**src/rtl/csd_pkg.sv**
```systemverilog
// rtl/csd_pkg.sv - shared FSM and shape types for the colour/shape detector
package csd_pkg;

    typedef enum logic [1:0] {
        ST_IDLE  = 2'd0,
        ST_ARM   = 2'd1,
        ST_FRAME = 2'd2,
        ST_DONE  = 2'd3
    } state_t;

    typedef enum logic [1:0] {
        SHAPE_NONE     = 2'd0,
        SHAPE_SQUARE   = 2'd1,
        SHAPE_TRIANGLE = 2'd2,
        SHAPE_CIRCLE   = 2'd3
    } shape_t;

endpackage

```
**src/rtl/csd_row_tracker.sv**
```systemverilog
// rtl/csd_row_tracker.sv - per-row run tracking and row-to-row width trend counters
module csd_row_tracker #(
    parameter int W_W       = 12,
    parameter int ERRX_MAX  = 2,
    parameter int ERRY_MAX  = 3,
    parameter int ROW_MIN   = 4,
    parameter int WIDTH_TOL = 1
) (
    input  logic           clk,
    input  logic           rst,
    input  logic           clear,
    input  logic           pix_valid,
    input  logic           interesting,
    input  logic           row_end,
    output logic [W_W-1:0] wider_cnt,
    output logic [W_W-1:0] narrower_cnt,
    output logic [W_W-1:0] equal_cnt,
    output logic [W_W-1:0] rows_int
);

    localparam logic signed [W_W:0] TOL_S = (W_W+1)'(WIDTH_TOL);

    logic [W_W-1:0]        width;
    logic [W_W-1:0]        prev;
    logic [W_W-1:0]        errx;
    logic [W_W-1:0]        erry;
    logic signed [W_W:0]   width_s;
    logic signed [W_W:0]   lo_s;
    logic signed [W_W:0]   hi_s;
    logic                  row_hit;
    logic                  obj_open;

    // One extra sign bit keeps prev-TOL from wrapping when prev is small.
    always_comb begin
        width_s  = signed'({1'b0, width});
        lo_s     = signed'({1'b0, prev}) - TOL_S;
        hi_s     = signed'({1'b0, prev}) + TOL_S;
        row_hit  = (width >= W_W'(ROW_MIN));
        obj_open = (erry < W_W'(ERRY_MAX));
    end

    always_ff @(posedge clk or posedge rst) begin
        if (rst) begin
            width        <= '0;
            prev         <= '0;
            errx         <= '0;
            erry         <= '0;
            wider_cnt    <= '0;
            narrower_cnt <= '0;
            equal_cnt    <= '0;
            rows_int     <= '0;
        end else if (clear) begin
            width        <= '0;
            prev         <= '0;
            errx         <= '0;
            erry         <= '0;
            wider_cnt    <= '0;
            narrower_cnt <= '0;
            equal_cnt    <= '0;
            rows_int     <= '0;
        end else if (row_end) begin
            width <= '0;
            errx  <= '0;
            if (obj_open) begin
                if (row_hit) begin
                    prev <= width;
                    erry <= '0;
                    if (rows_int != '1) rows_int <= rows_int + 1'b1;
                    if (rows_int != '0) begin
                        if (width_s < lo_s) begin
                            if (narrower_cnt != '1) narrower_cnt <= narrower_cnt + 1'b1;
                        end else if (width_s > hi_s) begin
                            if (wider_cnt != '1) wider_cnt <= wider_cnt + 1'b1;
                        end else begin
                            if (equal_cnt != '1) equal_cnt <= equal_cnt + 1'b1;
                        end
                    end
                end else if (rows_int != '0) begin
                    erry <= erry + 1'b1;
                end
            end
        end else if (pix_valid && (errx < W_W'(ERRX_MAX))) begin
            // errx reaching ERRX_MAX freezes the run until the row ends.
            if (interesting) begin
                if (width != '1) width <= width + 1'b1;
                errx <= '0;
            end else if (width != '0) begin
                errx <= errx + 1'b1;
            end
        end
    end

endmodule

```
**src/rtl/color_shape_detector.sv**
```systemverilog
// rtl/color_shape_detector.sv - OV7670 RGB444 frame analyser: colour counts, row trend, shape verdict
// Optional pixel window enabled by defining CSD_ROI_EN.
module color_shape_detector
    import csd_pkg::*;
#(
    parameter int CNT_W     = 20,
    parameter int W_W       = 12,
    parameter int COLOR_TH  = 12,
    parameter int ERRX_MAX  = 2,
    parameter int ERRY_MAX  = 3,
    parameter int ROW_MIN   = 4,
    parameter int WIDTH_TOL = 1
) (
    input  logic             CAM_pclk,
    input  logic             CAM_reset,
    input  logic             start,
    input  logic             CAM_vsync,
    input  logic             CAM_href,
    input  logic [7:0]       CAM_px_data,
`ifdef CSD_ROI_EN
    input  logic [W_W-1:0]   roi_x0,
    input  logic [W_W-1:0]   roi_x1,
    input  logic [W_W-1:0]   roi_y0,
    input  logic [W_W-1:0]   roi_y1,
`endif
    output logic             busy,
    output logic             done,
    output logic [CNT_W-1:0] red_cnt,
    output logic [CNT_W-1:0] green_cnt,
    output logic [CNT_W-1:0] blue_cnt,
    output logic [CNT_W-1:0] none_cnt,
    output logic [W_W-1:0]   wider_cnt,
    output logic [W_W-1:0]   narrower_cnt,
    output logic [W_W-1:0]   equal_cnt,
    output logic [W_W-1:0]   rows_int,
    output logic [1:0]       shape
);

    state_t         state;
    state_t         state_nxt;
    shape_t         shape_r;
    shape_t         verdict;
    logic           vsync_q;
    logic           href_q;
    logic           phase;
    logic [3:0]     r_lat;
    logic           vsync_rise;
    logic           href_rise;
    logic           href_fall;
    logic           in_frame;
    logic           start_acc;
    logic           byte1;
    logic           r_str;
    logic           g_str;
    logic           b_str;
    logic           interesting;
    logic           pix_in_roi;
    logic           row_in_roi;
    logic           pix_valid;
    logic           row_end;
    logic [W_W+1:0] slope2;
    logic [W_W+1:0] equal_ext;

    always_comb begin
        vsync_rise  = CAM_vsync & ~vsync_q;
        href_rise   = CAM_href & ~href_q;
        href_fall   = ~CAM_href & href_q;
        in_frame    = (state == ST_FRAME);
        // A DONE-state start is only taken once the verdict has been posted.
        start_acc   = start & ((state == ST_IDLE) | ((state == ST_DONE) & done));
        byte1       = in_frame & CAM_href & ~href_rise & phase;
        r_str       = int'(r_lat) > COLOR_TH;
        g_str       = int'(CAM_px_data[7:4]) > COLOR_TH;
        b_str       = int'(CAM_px_data[3:0]) > COLOR_TH;
        interesting = r_str | g_str | b_str;
        pix_valid   = byte1 & pix_in_roi;
        row_end     = in_frame & href_fall & row_in_roi;
    end

    always_comb begin
        state_nxt = state;
        case (state)
            ST_IDLE:  if (start_acc)  state_nxt = ST_ARM;
            ST_ARM:   if (vsync_rise) state_nxt = ST_FRAME;
            ST_FRAME: if (vsync_rise) state_nxt = ST_DONE;
            ST_DONE:  if (start_acc)  state_nxt = ST_ARM;
            default:                  state_nxt = ST_IDLE;
        endcase
    end

    always_comb begin
        slope2    = {({1'b0, wider_cnt} + {1'b0, narrower_cnt}), 1'b0};
        equal_ext = {2'b00, equal_cnt};
        if (rows_int == '0)
            verdict = SHAPE_NONE;
        else if (equal_ext >= slope2)
            verdict = SHAPE_SQUARE;
        else if ((wider_cnt != '0) && (narrower_cnt != '0))
            verdict = SHAPE_CIRCLE;
        else
            verdict = SHAPE_TRIANGLE;
    end

    always_ff @(posedge CAM_pclk or posedge CAM_reset) begin
        if (CAM_reset) begin
            state     <= ST_IDLE;
            vsync_q   <= 1'b0;
            href_q    <= 1'b0;
            phase     <= 1'b0;
            r_lat     <= '0;
            red_cnt   <= '0;
            green_cnt <= '0;
            blue_cnt  <= '0;
            none_cnt  <= '0;
            busy      <= 1'b0;
            done      <= 1'b0;
            shape_r   <= SHAPE_NONE;
        end else begin
            state   <= state_nxt;
            vsync_q <= CAM_vsync;
            href_q  <= CAM_href;
            if (!CAM_href) begin
                phase <= 1'b0;
            end else if (href_rise || !phase) begin
                phase <= 1'b1;
                r_lat <= CAM_px_data[3:0];
            end else begin
                phase <= 1'b0;
            end

            if (start_acc) begin
                red_cnt   <= '0;
                green_cnt <= '0;
                blue_cnt  <= '0;
                none_cnt  <= '0;
                busy      <= 1'b1;
                done      <= 1'b0;
                shape_r   <= SHAPE_NONE;
            end else begin
                if (pix_valid) begin
                    if (r_str && (red_cnt != '1))        red_cnt   <= red_cnt + 1'b1;
                    if (g_str && (green_cnt != '1))      green_cnt <= green_cnt + 1'b1;
                    if (b_str && (blue_cnt != '1))       blue_cnt  <= blue_cnt + 1'b1;
                    if (!interesting && (none_cnt != '1)) none_cnt <= none_cnt + 1'b1;
                end
                // The cycle after entering DONE, so a row closed by the same edge is counted.
                if ((state == ST_DONE) && busy) begin
                    busy    <= 1'b0;
                    done    <= 1'b1;
                    shape_r <= verdict;
                end
            end
        end
    end

    assign shape = shape_r;

`ifdef CSD_ROI_EN
    logic [W_W-1:0] x_cnt;
    logic [W_W-1:0] y_cnt;

    always_ff @(posedge CAM_pclk or posedge CAM_reset) begin
        if (CAM_reset) begin
            x_cnt <= '0;
            y_cnt <= '0;
        end else begin
            if (!CAM_href)
                x_cnt <= '0;
            else if (byte1 && (x_cnt != '1))
                x_cnt <= x_cnt + 1'b1;
            if (start_acc)
                y_cnt <= '0;
            else if (in_frame && href_fall && (y_cnt != '1))
                y_cnt <= y_cnt + 1'b1;
        end
    end

    assign row_in_roi = (y_cnt >= roi_y0) && (y_cnt <= roi_y1);
    assign pix_in_roi = row_in_roi && (x_cnt >= roi_x0) && (x_cnt <= roi_x1);
`else
    assign row_in_roi = 1'b1;
    assign pix_in_roi = 1'b1;
`endif

    csd_row_tracker #(
        .W_W       (W_W),
        .ERRX_MAX  (ERRX_MAX),
        .ERRY_MAX  (ERRY_MAX),
        .ROW_MIN   (ROW_MIN),
        .WIDTH_TOL (WIDTH_TOL)
    ) u_row_tracker (
        .clk          (CAM_pclk),
        .rst          (CAM_reset),
        .clear        (start_acc),
        .pix_valid    (pix_valid),
        .interesting  (interesting),
        .row_end      (row_end),
        .wider_cnt    (wider_cnt),
        .narrower_cnt (narrower_cnt),
        .equal_cnt    (equal_cnt),
        .rows_int     (rows_int)
    );

endmodule

```
**config.mk**
```make
export PLATFORM = sky130hd
export DESIGN_NAME = color_shape_detector
export DESIGN_NICKNAME = d
export VERILOG_FILES = /design/src/rtl/csd_pkg.sv /design/src/rtl/csd_row_tracker.sv /design/src/rtl/color_shape_detector.sv
export SDC_FILE = /design/constraint.sdc
export NUM_CORES = 1
export LEC_CHECK = 0
export CORE_MARGIN = 2
export CORE_UTILIZATION = 30
export DETAILED_ROUTE_END_ITERATION = 10
export PLACE_DENSITY_LB_ADDON = 0.25
export SETUP_SLACK_MARGIN = 0.15
export SYNTH_ARGS = -nofsm -noshare
export SYNTH_HDL_FRONTEND = slang
export SYNTH_SLANG_ARGS = --single-unit
export TNS_END_PERCENT = 50
```
**constraint.sdc**
```tcl
create_clock -name CAM_pclk -period 9.6 [get_ports CAM_pclk]
set_clock_uncertainty 0.05 [all_clocks]
set_input_delay 2.4 -clock CAM_pclk [delete_from_list [all_inputs] [get_ports CAM_pclk]]
set_output_delay 2.4 -clock CAM_pclk [all_outputs]
set_load 0.02 [all_outputs]
```
# Word level (Yosys, flattened, before mapping)
# Cells that the tools add are included.
dict set report op_classes {
  add_sub_neg 14
  magnitude_cmp 9
  eq_ne 17
  muxes 74
  bitwise 16
  n_reduce_logical 52
}
# operator n
set ops {}
lappend ops {{$mux 12} 47}
lappend ops {{$mux 20} 12}
lappend ops {{$add 12x1->12 const B} 7}
lappend ops {{$add 20x1->20 const B} 4}
lappend ops {{$ne 20x20->1 const B} 4}
lappend ops {{$ne 12x12->1 const B} 5}
lappend ops {{$reduce_bool 12->1} 4}
lappend ops {{$reduce_bool 2->1} 16}
lappend ops {{$lt 12x2->1 const B} 2}
lappend ops {{$ge 12x14->1} 1}
lappend ops {{$mux 2} 7}
lappend ops {{$reduce_and 7->1} 2}
lappend ops {{$add 12x1->13 const B} 1}
lappend ops {{$add 12x12->13} 1}
lappend ops {{$gt 13x13->1} 1}
lappend ops {{$lt 13x13->1} 1}
lappend ops {{$sub 12x1->13 const B} 1}
lappend ops {{$ge 12x3->1 const B} 1}
lappend ops {{$gt 4x4->1 const B} 3}
lappend ops {{$logic_not 12->1} 1}
lappend ops {{$reduce_and 2->1} 6}
lappend ops {{$reduce_and 3->1} 4}
lappend ops {{$reduce_bool 3->1} 4}
lappend ops {{$and 1x1->1} 9}
lappend ops {{16 further kinds} 38}
dict set report word_totals {
  reg_bits 189
  in_bits 13
  wordCells 202
}

# Logic depth before layout (Yosys ltp)
# Gate-level depths: netlist (run 1).
dict set report logic_depth {
  ltp_word 9
  depth_mapped 15
}

# By module
# From an unflattened synthesis (run 1), not the netlist that was laid out.
dict set report hier_totals {
  hier_cells 1260
  area_unflattened_um2 11715.0
}
# mod instances cells_each area_per_inst_um2 seq_area_each_um2
set modules_own_cells {}
lappend modules_own_cells {color_shape_detector 1 643 5948.2 2327.2}
lappend modules_own_cells {csd_row_tracker 1 617 5766.8 2402.3}

# Worst setup path after synthesis (run 1)
# OpenSTA, ideal clock, no wires.
dict set report synth_path {
  kind {input to register}
  start {input CAM_href}
  end {register u_row_tracker.equal_cnt[5]}
  setup_time_ns 0.120
  t_arrival_ns 4.154
  required_time_ns 9.430
  setup_slack_ns 5.275
  path_stages 7
  n_path_buf 0
  path_cell_list {and3b_1 > nand4_1 > o21ai_1 > o211ai_1 > a2111oi_4 > a31oi_1 > a41o_1}
}
dict set report synth_via {
  elab_chain_len 5
}
# item line_no
set synth_rtl {}
lappend synth_rtl {{start: declaration} color_shape_detector.sv:18} ;# input logic CAM_href,
lappend synth_rtl {{$not 1->1} color_shape_detector.sv:67} ;# href_fall = ~CAM_href & href_q;
lappend synth_rtl {{$and 1x1->1} color_shape_detector.sv:67}
lappend synth_rtl {{$and 1x1->1} color_shape_detector.sv:77} ;# row_end = in_frame & href_fall & row_in_roi;
lappend synth_rtl {{$reduce_bool 2->1 (no source line)} -}
lappend synth_rtl {{$reduce_and 7->1 (no source line)} -}
lappend synth_rtl {{end signal: assignment} csd_row_tracker.sv:75} ;# if (equal_cnt != '1) equal_cnt <= equal_cnt + 1'b1;
lappend synth_rtl {{end: declaration} csd_row_tracker.sv:17} ;# output logic [W_W-1:0] equal_cnt,
# Every way passes these cells.
# A chain may end at the register's enable or synchronous reset.

# Worst setup path in the final report (run 1)
dict set report layout_path {
  start {input start}
  end {register red_cnt[19]}
}
dict set report layout_via {
  elab_chain_len 3
  word_cells_on_any_way 5
}
# item line_no
set layout_rtl {}
lappend layout_rtl {{start: declaration} color_shape_detector.sv:16} ;# input logic start,
lappend layout_rtl {{$and 1x1->1 (*)} color_shape_detector.sv:70} ;# start_acc = start & ((state == ST_IDLE) | ((state == ST_DONE) & done));
lappend layout_rtl {{$reduce_bool 2->1 (no source line)} -}
lappend layout_rtl {{$reduce_and 2->1 (no source line)} -}
lappend layout_rtl {{end signal: assignment} color_shape_detector.sv:141} ;# if (r_str && (red_cnt != '1)) red_cnt <= red_cnt + 1'b1;
lappend layout_rtl {{end: declaration} color_shape_detector.sv:28} ;# output logic [CNT_W-1:0] red_cnt,
# Mark *: on every way between the ends. The rest lies on a longest branch, timed or not.

==> run_results.csv, run 1 <==
group,metric,value,unit
status,status,"complete, no violations",
cells_and_area,fin_nets,1371,
timing,grt_setup_unrepaired,"false",
timing,worst_pin_slew,1090,ps
synth,seq_area_frac_synth,43.2,%
cells_and_area,design_area,13500,µm²
detailed_routing,vias_per_cell,5.09,
timing,max_freq,0.193,GHz
synth,synth_cell_types,68,
synth,yosys.area.top_type,"dfrtp_1",
pwr,leakage,5.98,nW
critical_path,cp-start-kind,"input port",
clock_network,cts.path.max_buffers,2,
timing,tns,0,ps
critical_path,r2r_cells,12,
global_route,antenna_found_initial,0,
critical_path,slowest_stage,"buf_4",
hold_path,hold_depth,1,
critical_path,required,9900,ps
critical_path,cp_common_cell,"buf_4",
hold_path,hold_end,"u_row_tracker.erry[10]",
die,ios,145,
detailed_routing,drc,0,
synth,async_flop_share,100,%
synth,syn_nets,1239,
clock_network,holdBufCountCts,0,
clock_network,clk_root_buffer_cell,"clkbuf_16",
critical_path,r2r_setup_slack,5340,ps
global_route,globalRouteOverflowTotal,0,
synth,synth_most_common_cell,"dfrtp_1",
critical_path,endpoint_kind,"flip-flop",
die,die_h,195,µm
clock_network,cts.htree.levels,4,
placement,pre_cts_ws,3960,ps
detailed_routing,drt-initial-drc-count,375,
placement,port_buffers,144,
detailed_routing,ant_nets,0,
global_route,grt_pass1_wl,48.5,mm
pwr,peakVddDrop,106,µV
critical_path,crit_buf_inv,4,
die,initial_utilization,30.6,%
die,dieArea,38000,µm²
pwr,p_sw,1.02,mW
critical_path,crit_arrival,5480,ps
timing,maxSlewViolCount,0,
synth,ys_top_cells_by_count,"dfrtp_1, nor2_1, nand2_1",
cells_and_area,fillCellCount,3662,
critical_path,cp_max_fo,82,
synth,synth-edff-count,0,
critical_path,r2r_start,"u_row_tracker.prev[3]",
clock_network,cts_tree,"built",
clock_network,cts_buffers,17,
pwr,power_per_cell_area,191,nW/µm²
timing,worst_hold_slack,445,ps
timing,setup_ws,4410,ps
cells_and_area,area_growth,23.0,%
timing,finalCritPeriodShare,54.1,%
pwr,swShare,39.8,%
clock_network,path_clk_slew,80,ps
synth,synth_top_area_share,43.2,%
detailed_routing,wl_per_cell,16.9,µm
placement,placed_area,12900,µm²
timing,hold_viol_final,0,
global_route,grt.total_usage,15.7,%
hold_path,worstHoldStart,"u_row_tracker.erry[10]",
critical_path,max_stage_delay,770,ps
critical_path,critical_path.cell_chain,"clkdlybuf4s50_1 -> inv_1 -> nor2_4 -> buf_4 -> buf_4 -> o2111a_1 -> nand3_1 -> or3_1 -> a21oi_1",
synth,synth_top_cells_by_area,"dfrtp_1, ha_1, xor2_1, nor2_1, nand2_1",
synth,synthCells,1158,
die,die_x,195,µm
detailed_routing,routed_wl,29.8,mm
pwr,internal_power,1.55,mW
synth,syn-mean-instance-area,9.45,µm²
global_route,grt_max_degree,126,
pwr,pwr-share-seq,37.5,%
clock_network,clock-sinks,189,
clock_network,ctsResizeCount,0,
timing,relSlewSlack,26.6,%
hold_path,hold_path.class,"flip-flop to flip-flop",
placement,dp_hpwl,21.3,mm
placement,gp_congestion,0.801,
flow_run,maxCapViolCount,0,
synth,ys_warn_count,0,
die,fp-row-count,69,
timing,setup_viol,0,
timing,min_period,5190,ps
clock_network,worstSkewPairLatency,440,ps
synth,synthFlopType,"dfrtp_1",
detailed_routing,first_pass_iters,4,
pwr,pwr-share-comb,35.0,%
critical_path,worst-setup-path-type,"input port to flip-flop",
detailed_routing,vias,8979,
global_route,grt_pass1_vias,8821,
pwr,power_frac_clock,27.4,%
critical_path,cpLargestDelayFamily,"buffers and inverters",
synth,synth_area,10900,µm²
critical_path,reg2reg_to,"u_row_tracker.narrower_cnt[8]",
die,core,35700,µm²
clock_network,cts_setup_buffers,0,
synth,ys_ff_latch,189,
cells_and_area,drive_gt1_share,4.53,%
[flip-flops by register name, summed over array words and instances (netlist names), 2 cells and up]
register                    count
none_cnt                       20
green_cnt                      20
u_row_tracker.rows_int         12
u_row_tracker.narrower_cnt     12
state                           2
u_row_tracker.width            12
u_row_tracker.prev             12
blue_cnt                       20
u_row_tracker.equal_cnt        12
u_row_tracker.wider_cnt        12
u_row_tracker.errx             12
r_lat                           4
shape                           2
red_cnt                        20
u_row_tracker.erry             12
[area by class of cell]
cell class | count | area, µm² | share of cell area (%)
tap | 461 | 577 | 4.29
antenna | 1 | 2.50 | 0.0186
sequential | 189 | 4730 | 35.1
clock inverter | 13 | 144 | 1.07
clock buffer | 19 | 433 | 3.22
timing repair buffer | 150 | 1490 | 11.0
multi-input combinational | 905 | 5980 | 44.4
inverter | 27 | 109 | 0.809
[cell families after synthesis]
kind of cell | Yosys count | synth area share [%]
AOI/OAI and AO/OA | 181 | 11.3
xor gates and xnor gates | 124 | 9.93
adders and majority gates | 68 | 7.84
buffers and inverters | 64 | 2.28
DFF | 189 | 43.2
muxes | 11 | 1.05
and+or+nand+nor | 521 | 24.4
[per-layer routing]
| layer | GRT usage, % | routed length, µm | part of all wire, % | up-vias |
|---|---|---|---|---|
| met5 | 0 | 0 | 0 | - |
| met4 | 3.87 | 332 | 1.1 | 0 |
| met3 | 3.77 | 1500 | 5.0 | 22 |
| met2 | 24.7 | 13600 | 46 | 156 |
| met1 | 21.8 | 14400 | 48 | 4385 |
| li1 | - | - | - | 4416 |
[metrics by stage]
step / power, mW / util (%) / std cells
floorplan: 1.60 / - / 1158
global placement: 1.88 / 36.0 / 1732
detailed placement: 1.89 / 36.0 / 1732
CTS: 2.61 / 37.7 / 1764
global route: 2.75 / 37.7 / 1764
finish: 2.57 / 37.7 / 1765
[worst max path at each step]
stage	start	endpoint	slack [ps]	cells past startpoint
4_1_cts	start	red_cnt[17]	4420	9
3_5_place_dp	start	red_cnt[19]	3960	9
5_1_grt	start	red_cnt[17]	4170	9
3_3_place_gp	start	red_cnt[19]	3990	9
6_report	start	red_cnt[19]	4410	9
2_1_floorplan	CAM_reset	blue_cnt[0]	2010	1
[power by group through the flow]
stage	registers [mW]	clock network [mW]	logic, mW
2_1_floorplan	0.963	0	0.636
3_3_place_gp	0.977	0	0.902
3_5_place_dp	0.978	0	0.913
4_1_cts	0.963	0.728	0.917
5_1_grt	0.977	0.756	1.01
6_report	0.964	0.705	0.900
[cell usage in the layout (no fill, tap or decap), drive strengths merged, types with 3 or more instances in the layout]
| cell type | instances |
|---|---|
| a2111oi | 6 |
| a211oi | 6 |
| a21o | 10 |
| a21oi | 48 |
| a31o | 6 |
| a31oi | 12 |
| a41o | 6 |
| and2 | 27 |
| and3 | 39 |
| and4 | 27 |
| buf | 6 |
| clkbuf | 19 |
| clkdlybuf4s50 | 144 |
| clkinv | 4 |
| dfrtp | 189 |
| ha | 67 |
| inv | 36 |
| mux2 | 4 |
| mux2i | 7 |
| nand2 | 102 |
| nand2b | 6 |
| nand3 | 52 |
| nand4 | 47 |
| nor2 | 148 |
| nor2b | 5 |
| nor3 | 13 |
| nor4 | 17 |
| nor4b | 5 |
| o211ai | 8 |
| o21a | 4 |
| o21ai | 47 |
| o31ai | 6 |
| or2 | 3 |
| or3 | 18 |
| or4 | 5 |
| xnor2 | 38 |
| xor2 | 86 |
Power figures use the tool's default switching activity.
==> run 2, diff against run 1 <==
clock period = 4.7 ns   (was 9.6 ns; I/O delays follow)
==> run 2 against run 1 <==
- sequential share of layout area fell by 0.33 points
- design area is 0.94% higher
- register-to-register slack lost 4800 ps
- global-route usage increased by 0.60 points
- cell count increased by 0.57%
- sequential power increased by 100%
- clock-buffer cell count unchanged
- total power increased by 110%
- flip-flop and latch count is the same
- critical path depth increased by 4
- hold slack worse by 8.0 ps
- clock power is 120% higher
- critical path type is now flip-flop to flip-flop
- largest power group unchanged
- highest routed layer unchanged
==> run_results.csv, run 2 (synthesized netlist as in run 1, its figures left out) <==
group,metric,value,unit
critical_path,r2r_start,"u_row_tracker.prev[3]",
die,die_h,195,µm
detailed_routing,vias,9070,
detailed_routing,vias_per_cell,5.11,
die,fp-row-count,69,
placement,dp_hpwl,21.6,mm
global_route,grt_pass1_vias,9100,
timing,grt_setup_unrepaired,"false",
clock_network,cts.path.max_buffers,2,
clock_network,path_clk_slew,70,ps
clock_network,clock-sinks,189,
timing,hold_viol_final,0,
flow_run,maxCapViolCount,0,
detailed_routing,drt-initial-drc-count,519,
detailed_routing,drc,0,
critical_path,cp-start-kind,"flip-flop",
pwr,power_per_cell_area,398,nW/µm²
critical_path,r2r_setup_slack,560,ps
critical_path,r2r_cells,13,
timing,min_period,4140,ps
die,dieArea,38000,µm²
hold_path,hold_path.class,"flip-flop to flip-flop",
critical_path,required,4990,ps
timing,tns,0,ps
global_route,grt_max_degree,110,
timing,max_freq,0.242,GHz
critical_path,cp_max_fo,9,
clock_network,cts_tree,"built",
clock_network,worstSkewPairLatency,440,ps
placement,dp_cells,1743,
critical_path,cp-endpoint,"u_row_tracker.equal_cnt[5]",
clock_network,cts_setup_buffers,0,
detailed_routing,ant_nets,0,
status,status,"complete, no violations",
clock_network,holdBufCountCts,0,
cells_and_area,drive_gt1_share,5.26,%
timing,relSlewSlack,43.1,%
placement,pre_cts_ws,593,ps
die,initial_utilization,30.6,%
timing,maxSlewViolCount,0,
critical_path,worst-setup-path-type,"flip-flop to flip-flop",
critical_path,crit_arrival,4430,ps
placement,port_buffers,144,
clock_network,clk_root_buffer_cell,"clkbuf_16",
cells_and_area,fin_cells,1775,
clock_network,cts_buffers,17,
die,core,35700,µm²
detailed_routing,wl_per_cell,17.2,µm
die,die_x,195,µm
clock_network,cts.htree.levels,4,
global_route,antenna_found_initial,1,
critical_path,reg2reg_to,"u_row_tracker.equal_cnt[5]",
timing,finalCritPeriodShare,88.1,%
cells_and_area,layout_common_cells,"dfrtp_1, nor2_1, clkdlybuf4s50_1",
pwr,peakVddDrop,221,µV
detailed_routing,first_pass_iters,5,
timing,setup_ws,560,ps
pwr,leakage,6.05,nW
timing,worst_pin_slew,853,ps
placement,gp_congestion,0.833,
critical_path,endpoint_kind,"flip-flop",
timing,setup_viol,0,
cells_and_area,fin_nets,1382,
cells_and_area,layout_commonest_cell,"dfrtp_1",
cells_and_area,area_growth,24.2,%
die,ios,145,
clock_network,ctsResizeCount,0,
global_route,globalRouteOverflowTotal,0,
critical_path,crit_start,"u_row_tracker.prev[3]",
global_route,grt_pass1_wl,50.1,mm
detailed_routing,routed_wl,30.4,mm
global_route,grt.total_usage,16.3,%
## run 2: cell types whose count changed in the layout (fill, tap and decap cells not counted), moves of 3 or more
cell / change
buf_4: +9
bufinv_16: +3
clkinv_4: +3
clkinv_8: -3
clkinvlp_4: +3
inv_6: -4
inv_8: -4
## run 2: critical path, stage by stage, from the launching register on
cell,delay (ps)
dfrtp_1,490
nor4_2,470
nor4b_1,570
nand2_1,140
xor2_1,180
ha_1,290
o21a_1,110
o21a_1,130
o311a_1,220
o211ai_1,150
buf_4,220
a2111oi_4,620
a31oi_1,170
a41o_1,220
## run 2: per-stage QoR
step | cell area (µm²) | hold slack, ps | util [%] | power (mW)
2_1_floorplan | 10900 | 405 | - | 3.27
3_3_place_gp | 13000 | 423 | 36.3 | 3.88
3_5_place_dp | 13000 | 426 | 36.3 | 3.91
4_1_cts | 13600 | 444 | 38.0 | 5.47
5_1_grt | 13600 | 469 | 38.0 | 5.77
6_report | 13600 | 437 | 38.0 | 5.41
## run 2: area by class of cell
cell class | count | area, µm²
Antenna cell | 1 | 2.50
Clock buffer | 19 | 443
Clock inverter | 12 | 163
Fill cell | 3655 | 22200
Inverter | 27 | 105
Multi-Input combinational cell | 905 | 5970
Sequential cell | 189 | 4730
Tap cell | 461 | 577
Timing Repair Buffer | 161 | 1590
## run 2: report_power, final
group,internal (mW),leakage (nW),total [mW],switching (mW)
clock,0.855,0.290,1.53,0.676
sequential,1.75,2.59,1.97,0.221
combinational,0.733,3.17,1.90,1.17
total,3.34,6.05,5.41,2.07
## run 2: metal layers
layer / vias to the layer above / share of wire [%] / track usage, %
met5: - / 0 / 0
met4: 0 / 1.6 / 4.50
met3: 31 / 5.5 / 4.72
met2: 164 / 45 / 25.2
met1: 4432 / 48 / 22.3
li1: 4443 / - / -
## run 2: how the worst min path moves through the flow
stage               slack [ps]              startpoint  cells past startpoint                endpoint
finish                     440   u_row_tracker.erry[9]                      1   u_row_tracker.erry[9]
global route               470  u_row_tracker.erry[10]                      1  u_row_tracker.erry[10]
CTS                        440   u_row_tracker.erry[8]                      1   u_row_tracker.erry[8]
floorplan                  400  u_row_tracker.erry[11]                      1  u_row_tracker.erry[11]
detailed placement         430   u_row_tracker.erry[8]                      1   u_row_tracker.erry[8]
global placement           420  u_row_tracker.erry[11]                      1  u_row_tracker.erry[11]
